## config.mk

```make
export PLATFORM = sky130hd
export DESIGN_NAME = condicionador_entradas_flat
export DESIGN_NICKNAME = d
export VERILOG_FILES = /design/src/rtl/condicionador_entradas_pkg.sv /design/src/rtl/condicionador_entradas_if.sv /design/src/rtl/condicionador_entradas_debouncer.sv /design/src/rtl/condicionador_entradas.sv /design/src/flat_wrapper.sv
export SDC_FILE = /design/constraint.sdc
export NUM_CORES = 1
export LEC_CHECK = 0
export BUFFER_PORTS_ARGS = -buffer_cell sky130_fd_sc_hd__clkbuf_2
export CORE_MARGIN = 3
export CORE_UTILIZATION = 55
export CTS_BUF_LIST = sky130_fd_sc_hd__clkbuf_8 sky130_fd_sc_hd__clkbuf_16
export DETAILED_ROUTE_END_ITERATION = 12
export GPL_ROUTABILITY_DRIVEN = 0
export PLACE_DENSITY_LB_ADDON = 0.2
export SETUP_SLACK_MARGIN = 0.15
export SKIP_CTS_REPAIR_TIMING = 1
export SYNTH_ARGS = -nofsm -noshare
export SYNTH_HDL_FRONTEND = slang
export SYNTH_SLANG_ARGS = --single-unit
```

## constraint.sdc

```tcl
create_clock -name clock -period 1.7 [get_ports clock]
set_input_delay 0.255 -clock clock [delete_from_list [all_inputs] [get_ports clock]]
set_output_delay 0.255 -clock clock [all_outputs]
set_load 0.05 [all_outputs]
```

## src/rtl/condicionador_entradas_pkg.sv

```systemverilog
// Shared definitions for the input-conditioning slice that sits in front of neurosync.
//   N_BOTOES_PADRAO  default number of game buttons
//   DEBOUNCE_PADRAO  default filter length in clocks (1 ms at 50 MHz)
//   MAX_BOTOES       widest button vector the multi-press helper accepts
//   mais_de_um()     true when more than one bit of the vector is set
package condicionador_entradas_pkg;

    localparam int unsigned N_BOTOES_PADRAO = 4;
    localparam int unsigned DEBOUNCE_PADRAO = 50000;
    localparam int unsigned MAX_BOTOES      = 32;

    // Clearing the lowest set bit leaves something only if two or more bits were set.
    function automatic logic mais_de_um(input logic [MAX_BOTOES-1:0] v);
        return (v & (v - 32'd1)) != '0;
    endfunction

endpackage

```

## src/rtl/condicionador_entradas_if.sv

```systemverilog
// Bundle of raw board pins and conditioned outputs for condicionador_entradas.
//   botoes_raw/jogar_raw/confirma_raw/nivel_raw : raw pins (driven by the board side)
//   botoes/jogar/confirma/nivel/multiplo/db_estavel : conditioned outputs
//   master : board/stimulus side, slave : conditioner side
interface condicionador_entradas_if
    import condicionador_entradas_pkg::*;
#(
    parameter int unsigned N_BOTOES = N_BOTOES_PADRAO
);

    logic [N_BOTOES-1:0] botoes_raw;
    logic                jogar_raw;
    logic                confirma_raw;
    logic                nivel_raw;

    logic [N_BOTOES-1:0] botoes;
    logic                jogar;
    logic                confirma;
    logic                nivel;
    logic                multiplo;
    logic                db_estavel;

    modport master (
        output botoes_raw, jogar_raw, confirma_raw, nivel_raw,
        input  botoes, jogar, confirma, nivel, multiplo, db_estavel
    );

    modport slave (
        input  botoes_raw, jogar_raw, confirma_raw, nivel_raw,
        output botoes, jogar, confirma, nivel, multiplo, db_estavel
    );

endinterface

```

## src/rtl/condicionador_entradas_debouncer.sv

```systemverilog
// Single-input conditioner: 2-flop synchroniser, optional polarity inversion,
// and a consecutive-stable-cycle filter holding the debounced level.
//   clock       system clock, rising edge
//   reset       asynchronous, active-low
//   entrada_raw raw asynchronous pin
//   nivel       debounced level (d)
//   ocupado     high while the filter counter is non-zero
module condicionador_entradas_debouncer
    import condicionador_entradas_pkg::*;
#(
    parameter int unsigned DEBOUNCE_CICLOS = DEBOUNCE_PADRAO,
    parameter bit          ATIVO_BAIXO     = 1'b1
) (
    input  logic clock,
    input  logic reset,
    input  logic entrada_raw,
    output logic nivel,
    output logic ocupado
);

    localparam int unsigned CW = (DEBOUNCE_CICLOS > 1) ? $clog2(DEBOUNCE_CICLOS) : 1;
    localparam logic [CW-1:0] CNT_FIM = CW'(DEBOUNCE_CICLOS - 1);

    logic          sync_1;
    logic          sync_2;
    logic          amostra;
    logic [CW-1:0] cnt;
    logic          d;

    always_ff @(posedge clock or negedge reset) begin
        if (!reset) begin
            sync_1 <= 1'b0;
            sync_2 <= 1'b0;
        end else begin
            sync_1 <= entrada_raw;
            sync_2 <= sync_1;
        end
    end

    assign amostra = ATIVO_BAIXO ? ~sync_2 : sync_2;

    // Any cycle where the sample agrees with d throws the partial count away,
    // so only an unbroken run of DEBOUNCE_CICLOS mismatches flips d.
    always_ff @(posedge clock or negedge reset) begin
        if (!reset) begin
            cnt <= '0;
            d   <= 1'b0;
        end else if (amostra == d) begin
            cnt <= '0;
        end else if (cnt == CNT_FIM) begin
            d   <= amostra;
            cnt <= '0;
        end else begin
            cnt <= cnt + CW'(1);
        end
    end

    assign nivel   = d;
    assign ocupado = (cnt != '0);

endmodule

```

## src/rtl/condicionador_entradas.sv

```systemverilog
// Conditions raw board inputs before they reach neurosync (same clock domain).
//   clock  system clock, rising edge
//   reset  asynchronous, active-low
//   bus    condicionador_entradas_if.slave:
//          raw pins in; botoes (debounced, zero on multi-press), jogar/confirma
//          (one-clock pulses per accepted press), nivel (debounced level),
//          multiplo (more than one button held), db_estavel (no filter active)
module condicionador_entradas
    import condicionador_entradas_pkg::*;
#(
    parameter int unsigned N_BOTOES        = N_BOTOES_PADRAO,
    parameter int unsigned DEBOUNCE_CICLOS = DEBOUNCE_PADRAO,
    parameter bit          ATIVO_BAIXO     = 1'b1
) (
    input  logic                    clock,
    input  logic                    reset,
    condicionador_entradas_if.slave bus
);

    localparam int unsigned N_ENTRADAS = N_BOTOES + 3;

    logic [N_BOTOES-1:0]   d_botoes;
    logic                  d_jogar;
    logic                  d_confirma;
    logic                  d_nivel;
    logic [N_ENTRADAS-1:0] ocupado;

    logic [N_BOTOES-1:0]   botoes_q;
    logic                  multiplo_q;
    logic                  jogar_q;
    logic                  confirma_q;
    logic                  nivel_q;
    logic                  jogar_ant;
    logic                  confirma_ant;

    logic [MAX_BOTOES-1:0] botoes_ext;
    logic                  multi;

    genvar g;
    generate
        for (g = 0; g < N_BOTOES; g++) begin : g_botao
            condicionador_entradas_debouncer #(
                .DEBOUNCE_CICLOS (DEBOUNCE_CICLOS),
                .ATIVO_BAIXO     (ATIVO_BAIXO)
            ) u_db (
                .clock       (clock),
                .reset       (reset),
                .entrada_raw (bus.botoes_raw[g]),
                .nivel       (d_botoes[g]),
                .ocupado     (ocupado[g])
            );
        end
    endgenerate

    condicionador_entradas_debouncer #(
        .DEBOUNCE_CICLOS (DEBOUNCE_CICLOS),
        .ATIVO_BAIXO     (ATIVO_BAIXO)
    ) u_db_jogar (
        .clock       (clock),
        .reset       (reset),
        .entrada_raw (bus.jogar_raw),
        .nivel       (d_jogar),
        .ocupado     (ocupado[N_BOTOES])
    );

    condicionador_entradas_debouncer #(
        .DEBOUNCE_CICLOS (DEBOUNCE_CICLOS),
        .ATIVO_BAIXO     (ATIVO_BAIXO)
    ) u_db_confirma (
        .clock       (clock),
        .reset       (reset),
        .entrada_raw (bus.confirma_raw),
        .nivel       (d_confirma),
        .ocupado     (ocupado[N_BOTOES+1])
    );

    condicionador_entradas_debouncer #(
        .DEBOUNCE_CICLOS (DEBOUNCE_CICLOS),
        .ATIVO_BAIXO     (ATIVO_BAIXO)
    ) u_db_nivel (
        .clock       (clock),
        .reset       (reset),
        .entrada_raw (bus.nivel_raw),
        .nivel       (d_nivel),
        .ocupado     (ocupado[N_BOTOES+2])
    );

    always_comb begin
        botoes_ext              = '0;
        botoes_ext[N_BOTOES-1:0] = d_botoes;
        multi                   = mais_de_um(botoes_ext);
    end

    // Pulses compare d against its value one clock earlier, so a press yields
    // exactly one high clock right after d rises and nothing while held or on release.
    always_ff @(posedge clock or negedge reset) begin
        if (!reset) begin
            botoes_q     <= '0;
            multiplo_q   <= 1'b0;
            jogar_q      <= 1'b0;
            confirma_q   <= 1'b0;
            nivel_q      <= 1'b0;
            jogar_ant    <= 1'b0;
            confirma_ant <= 1'b0;
        end else begin
            jogar_ant    <= d_jogar;
            confirma_ant <= d_confirma;
            jogar_q      <= d_jogar & ~jogar_ant;
            confirma_q   <= d_confirma & ~confirma_ant;
            nivel_q      <= d_nivel;
            if (multi) begin
                botoes_q   <= '0;
                multiplo_q <= 1'b1;
            end else begin
                botoes_q   <= d_botoes;
                multiplo_q <= 1'b0;
            end
        end
    end

    assign bus.botoes     = botoes_q;
    assign bus.multiplo   = multiplo_q;
    assign bus.jogar      = jogar_q;
    assign bus.confirma   = confirma_q;
    assign bus.nivel      = nivel_q;
    assign bus.db_estavel = ~|ocupado;

endmodule

```

## src/flat_wrapper.sv

```systemverilog
// flat-port wrapper written by rule: the top's interface ports become plain ports
module condicionador_entradas_flat import condicionador_entradas_pkg::*;
#(
    parameter int unsigned N_BOTOES        = N_BOTOES_PADRAO,
    parameter int unsigned DEBOUNCE_CICLOS = DEBOUNCE_PADRAO,
    parameter bit          ATIVO_BAIXO     = 1'b1
)
  (clock, reset, bus_botoes_raw, bus_jogar_raw, bus_confirma_raw, bus_nivel_raw, bus_botoes, bus_jogar, bus_confirma, bus_nivel, bus_multiplo, bus_db_estavel);
  condicionador_entradas_if #(.N_BOTOES(N_BOTOES)) bus_i ();
  input  logic clock;
  input  logic reset;
  input wire logic [$bits(bus_i.botoes_raw)-1:0] bus_botoes_raw;
  input wire logic [$bits(bus_i.jogar_raw)-1:0] bus_jogar_raw;
  input wire logic [$bits(bus_i.confirma_raw)-1:0] bus_confirma_raw;
  input wire logic [$bits(bus_i.nivel_raw)-1:0] bus_nivel_raw;
  output wire logic [$bits(bus_i.botoes)-1:0] bus_botoes;
  output wire logic [$bits(bus_i.jogar)-1:0] bus_jogar;
  output wire logic [$bits(bus_i.confirma)-1:0] bus_confirma;
  output wire logic [$bits(bus_i.nivel)-1:0] bus_nivel;
  output wire logic [$bits(bus_i.multiplo)-1:0] bus_multiplo;
  output wire logic [$bits(bus_i.db_estavel)-1:0] bus_db_estavel;
  assign bus_i.botoes_raw = bus_botoes_raw;
  assign bus_i.jogar_raw = bus_jogar_raw;
  assign bus_i.confirma_raw = bus_confirma_raw;
  assign bus_i.nivel_raw = bus_nivel_raw;
  assign bus_botoes = bus_i.botoes;
  assign bus_jogar = bus_i.jogar;
  assign bus_confirma = bus_i.confirma;
  assign bus_nivel = bus_i.nivel;
  assign bus_multiplo = bus_i.multiplo;
  assign bus_db_estavel = bus_i.db_estavel;
  condicionador_entradas #(.N_BOTOES(N_BOTOES), .DEBOUNCE_CICLOS(DEBOUNCE_CICLOS), .ATIVO_BAIXO(ATIVO_BAIXO)) u_core (.clock(clock), .reset(reset), .bus(bus_i));
endmodule
```

==> results of run 1 <==
## metrics by stage
step                      setup TNS, ns  area [µm²]  total power, mW  hold WS [ns]  utilization
after floorplan                  -0.518        6960             3.77       -0.0406            -
after global placement           -0.462        8360             4.00         0.177        0.720
after detailed placement         -0.450        8360             4.02         0.178        0.720
after CTS                        -0.950        8960             7.76        -0.275        0.771
after global routing              -3.84        9770             8.12         0.316        0.841
final                             -1.39        9770             7.88         0.288        0.841
## synthesized netlist by cell type
master    number
clkbuf_2       1
inv_1         48
xor2_1        16
and4b_1        1
o21ai_0        2
nor3_1        36
nor2_1       144
clkbuf_1       2
a21oi_2        1
a21oi_1        2
dfrtp_1      143
and4_1         3
o21ai_1        1
nand2_1       31
maj3_1         1
nor4_1        36
o21ai_2        6
nand4_1       28
buf_2          7
nor4bb_1       1
mux2i_1        7
nand3_1       39
and3_1         1
nor2b_1        1
xnor2_1       87
nand4_4        1
nor4b_1        2
or4_1          2
ha_1          14
or3_1         10
or4_4          1
## sequential cells by signal (all words and copies together), names as in the netlist, 4 cells and up
| register | count |
|---|---|
| u_core.u_db_jogar.cnt | 16 |
| u_core.g_botao.u_db.sync_1 | 4 |
| u_core.g_botao.u_db.cnt | 64 |
| u_core.bus.botoes | 4 |
| u_core.u_db_confirma.cnt | 16 |
| u_core.u_db_nivel.cnt | 16 |
| u_core.g_botao.u_db.sync_2 | 4 |
| u_core.g_botao.u_db.nivel | 4 |
## worst register-to-register path: cells and delay by family, from the launching register on
family,cells,cell delay (ns)
and+or+nand+nor,3,0.57
buffers and inverters,2,0.34
AOI/OAI and AO/OA,1,0.22
adders and majority gates,1,0.14
DFF,1,0.38
## layout by cell type, fill, tap and decap left out, drive strengths merged
cell	instances
buf	160
nor2	144
dfrtp	143
xnor2	87
inv	50
nand3	39
clkbuf	37
nor3	36
nor4	36
nand2	31
nand4	29
xor2	16
ha	14
or3	10
o21ai	9
dlygate4sd3	8
mux2i	7
clkinv	6
and4	3
or4	3
bufinv	3
a21oi	3
nor4b	2
clkinvlp	2
nor2b	1
and4b	1
nor4bb	1
and3	1
maj3	1
## path summary, 6_finish.rpt
check / end / slack (ns) / startpoint / cells past startpoint
min in group clock: u_core.g_botao[1].u_db.sync_2$_DFF_PN0_ / 0.34 / u_core.g_botao[1].u_db.sync_1$_DFF_PN0_ / 0
max reg2reg: u_core.g_botao[3].u_db.cnt[2]$_DFF_PN0_ / -0.04 / u_core.g_botao[3].u_db.cnt[0]$_DFF_PN0_ / 7
min reg2reg: u_core.g_botao[1].u_db.sync_2$_DFF_PN0_ / 0.34 / u_core.g_botao[1].u_db.sync_1$_DFF_PN0_ / 0
min: u_core.g_botao[0].u_db.cnt[5]$_DFF_PN0_ / 0.29 / reset / 2
max: bus_db_estavel / -0.96 / u_core.u_db_confirma.cnt[12]$_DFF_PN0_ / 5
max in group asynchronous: u_core.g_botao[2].u_db.cnt[4]$_DFF_PN0_ / 0.84 / reset / 3
## power by group through the flow
stage | Clock [mW] | Sequential (mW) | Combinational (mW)
2_1_floorplan | 0 | 3.58 | 0.190
6_report | 3.78 | 3.50 | 0.595
3_3_place_gp | 0 | 3.55 | 0.450
3_5_place_dp | 0 | 3.56 | 0.468
5_1_grt | 3.97 | 3.50 | 0.641
4_1_cts | 3.79 | 3.50 | 0.473
## per-layer routing
metal | wire [µm] | global-route usage | up-vias
met5 | 0 | 0 | -
met4 | 743 | 0.110 | 0
met3 | 998 | 0.0554 | 63
met2 | 9720 | 0.417 | 240
met1 | 7600 | 0.327 | 2951
li1 | - | - | 2664
## layout make-up
cell class / count / share of cell area
multi-input combinational: 474 / 0.370
timing repair buffer: 186 / 0.166
inverter: 48 / 0.0184
sequential: 143 / 0.367
tap: 143 / 0.0183
clock buffer: 19 / 0.0464
clock inverter: 13 / 0.0150
## logic make-up after synthesis
kind of cell | share of synthesized area
AOI/OAI and AO/OA | 0.0129
and+or+nand+nor | 0.243
muxes | 0.0105
adders and majority gates | 0.0278
xor gates and xnor gates | 0.135
DFF | 0.537
buffers and inverters | 0.0341
==> out/metrics.csv, run 1 <==
metric,value,unit
status,"finished, violations left",
failed_checks,setup timing,
slew_headroom,0.708,
ant_nets,0,
num_antenna_cells,0,
multi_input_area,3610,µm²
arrival,2.40,ns
syn_area_per_cell,9.88,µm²
yosysWarnings,0,
totalWireLength,19.1,mm
maxSlewViolCount,0,
fin_crit,2.66,ns
yosysTopAreaCell,dfrtp_1,
clk_pin_slew,0.06,ns
hp-class,in2async,
gr-usage-all-layers,0.254,
start_kind,flip-flop,
p_leak,4.11,nW
core,11600,µm²
p_int,6.08,mW
drt_iter0_drc,448,
cts_buffers,17,
wl_per_cell,18.6,µm
clock_power_share,0.480,
crit_path_top_delay_cell,or4_4,
final_nets,893,
p_sw_frac,0.228,
die_x,116,µm
path_max_fanout,2,
combPwrFrac,0.075,
root_buffer,clkbuf_16,
drt_first_pass_iters,5,
cts_tree,built,
dp_hpwl,10.9,mm
seq_area,3580,µm²
row_count,39,
place_inst,972,
clock-sinks,143,
setup_violations,22,
drc,0,
grt_pass1_vias,5641,
start_util,0.574,
worst_pin_slew,0.434,ns
grt_max_degree,47,
syn_area,6670,µm²
io_pins,18,
die_area,13500,µm²
portBuffers,17,
p_switching,1.80,mW
crit_type,reg2out,
worst_path_largest_cell_delay,0.55,ns
fill_cells,576,
seqPwrFrac,0.445,
layout-drive-gt1-share,0.353,
cp_cell_sequence,nor3_1 -> nand2_1 -> or4_4 -> nor4_4 -> buf_12,
worst-path-buf-inv,1,
pre_cts_ws,-0.450,ns
ys_ff_latch,143,
fin_skew,0.00708,ns
netlist_instances,675,
die_h,116,µm
fmax,377,MHz
synth_top_area_frac,0.537,
clockBufferDepth,2,
cts_max_level,4,
rsz0062_at_grt,yes,
drv_cap,0,
cp-end-kind,output pin,
grt_pass1_wl,26.6,mm
irDropWorstVdd,789,µV
ys_seq_area_frac,0.537,
viasPerCell,5.77,
power_density,807,nW/µm²
fin_crit_sh,1.56,
synth_nets,698,
final_cell_count_no_fill,1026,
required,1.44,ns
setup_ws,-0.955,ns
insertion_delay,0.43,ns
yosys-top-cells-area,"dfrtp_1 54%, xnor2_1 11%, nor2_1 8.1%, nor4_1 3.4%, nand3_1 2.9%",
syn_to_final_growth,46.4,%
crit_family,simple AND/OR/NAND/NOR gates,
grt-ovfl-total,0,
via_count,5918,
final_hold_viol_count,0,
antenna_found_initial,0,
synth_cell_types,31,
No activity file was read; power rests on OpenSTA's default activity.
==> inputs of run 2 (changes only) <==
--- a/config.mk
+++ b/config.mk
@@ -7,7 +7,7 @@
 export LEC_CHECK = 0
 export BUFFER_PORTS_ARGS = -buffer_cell sky130_fd_sc_hd__clkbuf_2
 export CORE_MARGIN = 3
-export CORE_UTILIZATION = 55
+export CORE_UTILIZATION = 56
 export CTS_BUF_LIST = sky130_fd_sc_hd__clkbuf_8 sky130_fd_sc_hd__clkbuf_16
 export DETAILED_ROUTE_END_ITERATION = 12
 export GPL_ROUTABILITY_DRIVEN = 0
==> run 2 against run 1 <==
Against the previous run:
- the flow still finishes with violations (setup timing)
- design area increased by 0.24%
- routed wire length shrank 3.5%
- worst setup slack better by 0.032 ns
- global-route usage fell by 0.49 points
- critical path type unchanged
- non-clock buffer count up 10
==> out/metrics.csv, run 2 (synthesized netlist as in run 1, its figures left out) <==
metric,value,unit,change
fin_crit_sh,1.54,,-0.0186
die_h,115,µm,-0.85%
drt_first_pass_iters,5,,unchanged
setup_ws,-0.924,ns,+0.0316 ns
irDropWorstVdd,808,µV,+2.4%
power_density,784,nW/µm²,-2.8%
fin_worst_hold_slack,0.345,ns,+0.0569 ns
worst_pin_slew,0.563,ns,+0.129 ns
core,11500,µm²,-0.84%
holdCritStartpoint,u_core.g_botao[0].u_db.sync_1$_DFF_PN0_,,
crit_path_top_delay_cell,or4_4,,
grt_pass1_wl,26.0,mm,-2.2%
mostFrequentLayoutCell,buf_4,,
start_util,0.579,,+0.00487
final_area,9790,µm²,+0.24%
failed_checks,setup timing,,
clockBufferDepth,2,,unchanged
p_leak,4.12,nW,+0.32%
syn_to_final_growth,46.8,%,
io_pins,18,,unchanged
portBuffers,17,,unchanged
antenna_found_initial,0,,unchanged
grt_pass1_vias,5497,,-2.6%
maxSlewViolCount,0,,unchanged
regToRegSetupSlack,-0.03,ns,about the same
wl_per_cell,17.8,µm,-4.4%
totalWireLength,18.4,mm,-3.5%
clock-sinks,143,,unchanged
worst_path_largest_cell_delay,0.54,ns,about the same
crit_type,reg2out,,
arrival,2.37,ns,-0.03 ns
die_x,115,µm,-0.85%
dp_hpwl,10.9,mm,about the same
holdPathEnd,u_core.g_botao[0].u_db.sync_2$_DFF_PN0_,,
final_hold_viol_count,0,,unchanged
cp-end-kind,output pin,,
rr_worst_depth,8,,+1
r2r-end,u_core.g_botao[0].u_db.cnt[15]$_DFF_PN0_,,
start_kind,flip-flop,,
fin_crit,2.62,ns,-0.0316 ns
slew_headroom,0.621,,-0.0869
fin_util,0.850,,+0.00919
worstReg2RegStart,u_core.g_botao[0].u_db.cnt[0]$_DFF_PN0_,,
num_antenna_cells,0,,unchanged
drv_cap,0,,unchanged
insertion_delay,0.42,ns,about the same
gr-usage-all-layers,0.249,,-0.00493
viasPerCell,5.66,,-1.9%
required,1.44,ns,about the same
cp_cell_sequence,nor4_2 -> nand4_1 -> or4_4 -> nor4_4 -> buf_12,,
drt_iter0_drc,486,,+8.5%
drc,0,,unchanged
status,"finished, violations left",,
ant_nets,0,,unchanged
final_nets,903,,+1.1%
cts_buffers,17,,unchanged
fmax,381,MHz,+1.2%
tns,-1.07,ns,+0.317 ns
row_count,39,,unchanged
cts_max_level,4,,unchanged
clk_pin_slew,0.06,ns,about the same
fin_skew,0.00399,ns,-0.00309 ns
largest_reg_flops,64,,unchanged
rsz0062_at_grt,yes,,
via_count,5854,,-1.1%
placed_area,8340,µm²,-0.24%
grt_max_degree,50,,+6.4%
min_path_cells,0,,
setup_violations,16,,-27%
cts_tree,built,,
layout-drive-gt1-share,0.362,,+0.00877
grt-ovfl-total,0,,unchanged
layout_common_cells,"143 x buf_4, 142 x dfrtp_1, 98 x nor2_1, 86 x xnor2_1, 51 x inv_1",,
path_max_fanout,2,,unchanged
root_buffer,clkbuf_16,,
hp-class,reg2reg,,
top_register,u_core.g_botao.u_db.cnt,,
die_area,13300,µm²,-1.7%
## run 2: metal layers
layer	part of all wire	routed length, µm	up-vias	track usage
met4	0.020	366	0	0.0634
li1	-	-	2684	-
met2	0.51	9440	172	0.412
met5	0	0	-	0
met3	0.045	832	39	0.0547
met1	0.42	7750	2959	0.336
## run 2: cell type report
class | instances | area [µm²]
Tap cell | 143 | 179
Multi-Input combinational cell | 474 | 3610
Inverter | 48 | 180
Clock buffer | 23 | 508
Sequential cell | 143 | 3580
Timing Repair Buffer | 196 | 1660
Clock inverter | 8 | 63.8
Fill cell | 559 | 1730
## run 2: how the worst max path moves through the flow
stage	start	to	cells after the start
2_1_floorplan	u_core.g_botao[3].u_db.cnt[0]$_DFF_PN0_	bus_db_estavel	6
3_3_place_gp	u_core.u_db_confirma.cnt[0]$_DFF_PN0_	bus_db_estavel	7
3_5_place_dp	u_core.g_botao[3].u_db.cnt[10]$_DFF_PN0_	bus_db_estavel	5
4_1_cts	u_core.u_db_confirma.cnt[15]$_DFF_PN0_	bus_db_estavel	5
5_1_grt	u_core.u_db_confirma.cnt[2]$_DFF_PN0_	bus_db_estavel	5
6_report	u_core.u_db_confirma.cnt[2]$_DFF_PN0_	bus_db_estavel	5
## run 2: where the power goes
part	total (mW)	switching, mW	internal (mW)
sequential	3.50	0.0382	3.46
combinational	0.609	0.339	0.270
clock	3.57	1.35	2.21
total	7.68	1.73	5.95
## run 2: metrics by stage
stage,power [mW],setup slack (ns),instances
4_1_cts,7.56,-1.01,1002
6_report,7.68,-0.924,1035
5_1_grt,7.92,-0.994,1035
3_5_place_dp,4.03,-0.550,971
2_1_floorplan,3.77,-0.518,675
3_3_place_gp,4.00,-0.498,971
## run 2: critical path: cells and delay by family (launching register included)
kind,cells,cell delay (ns)
flops,1,0.40
simple gates,4,1.38
buf+inv,1,0.18
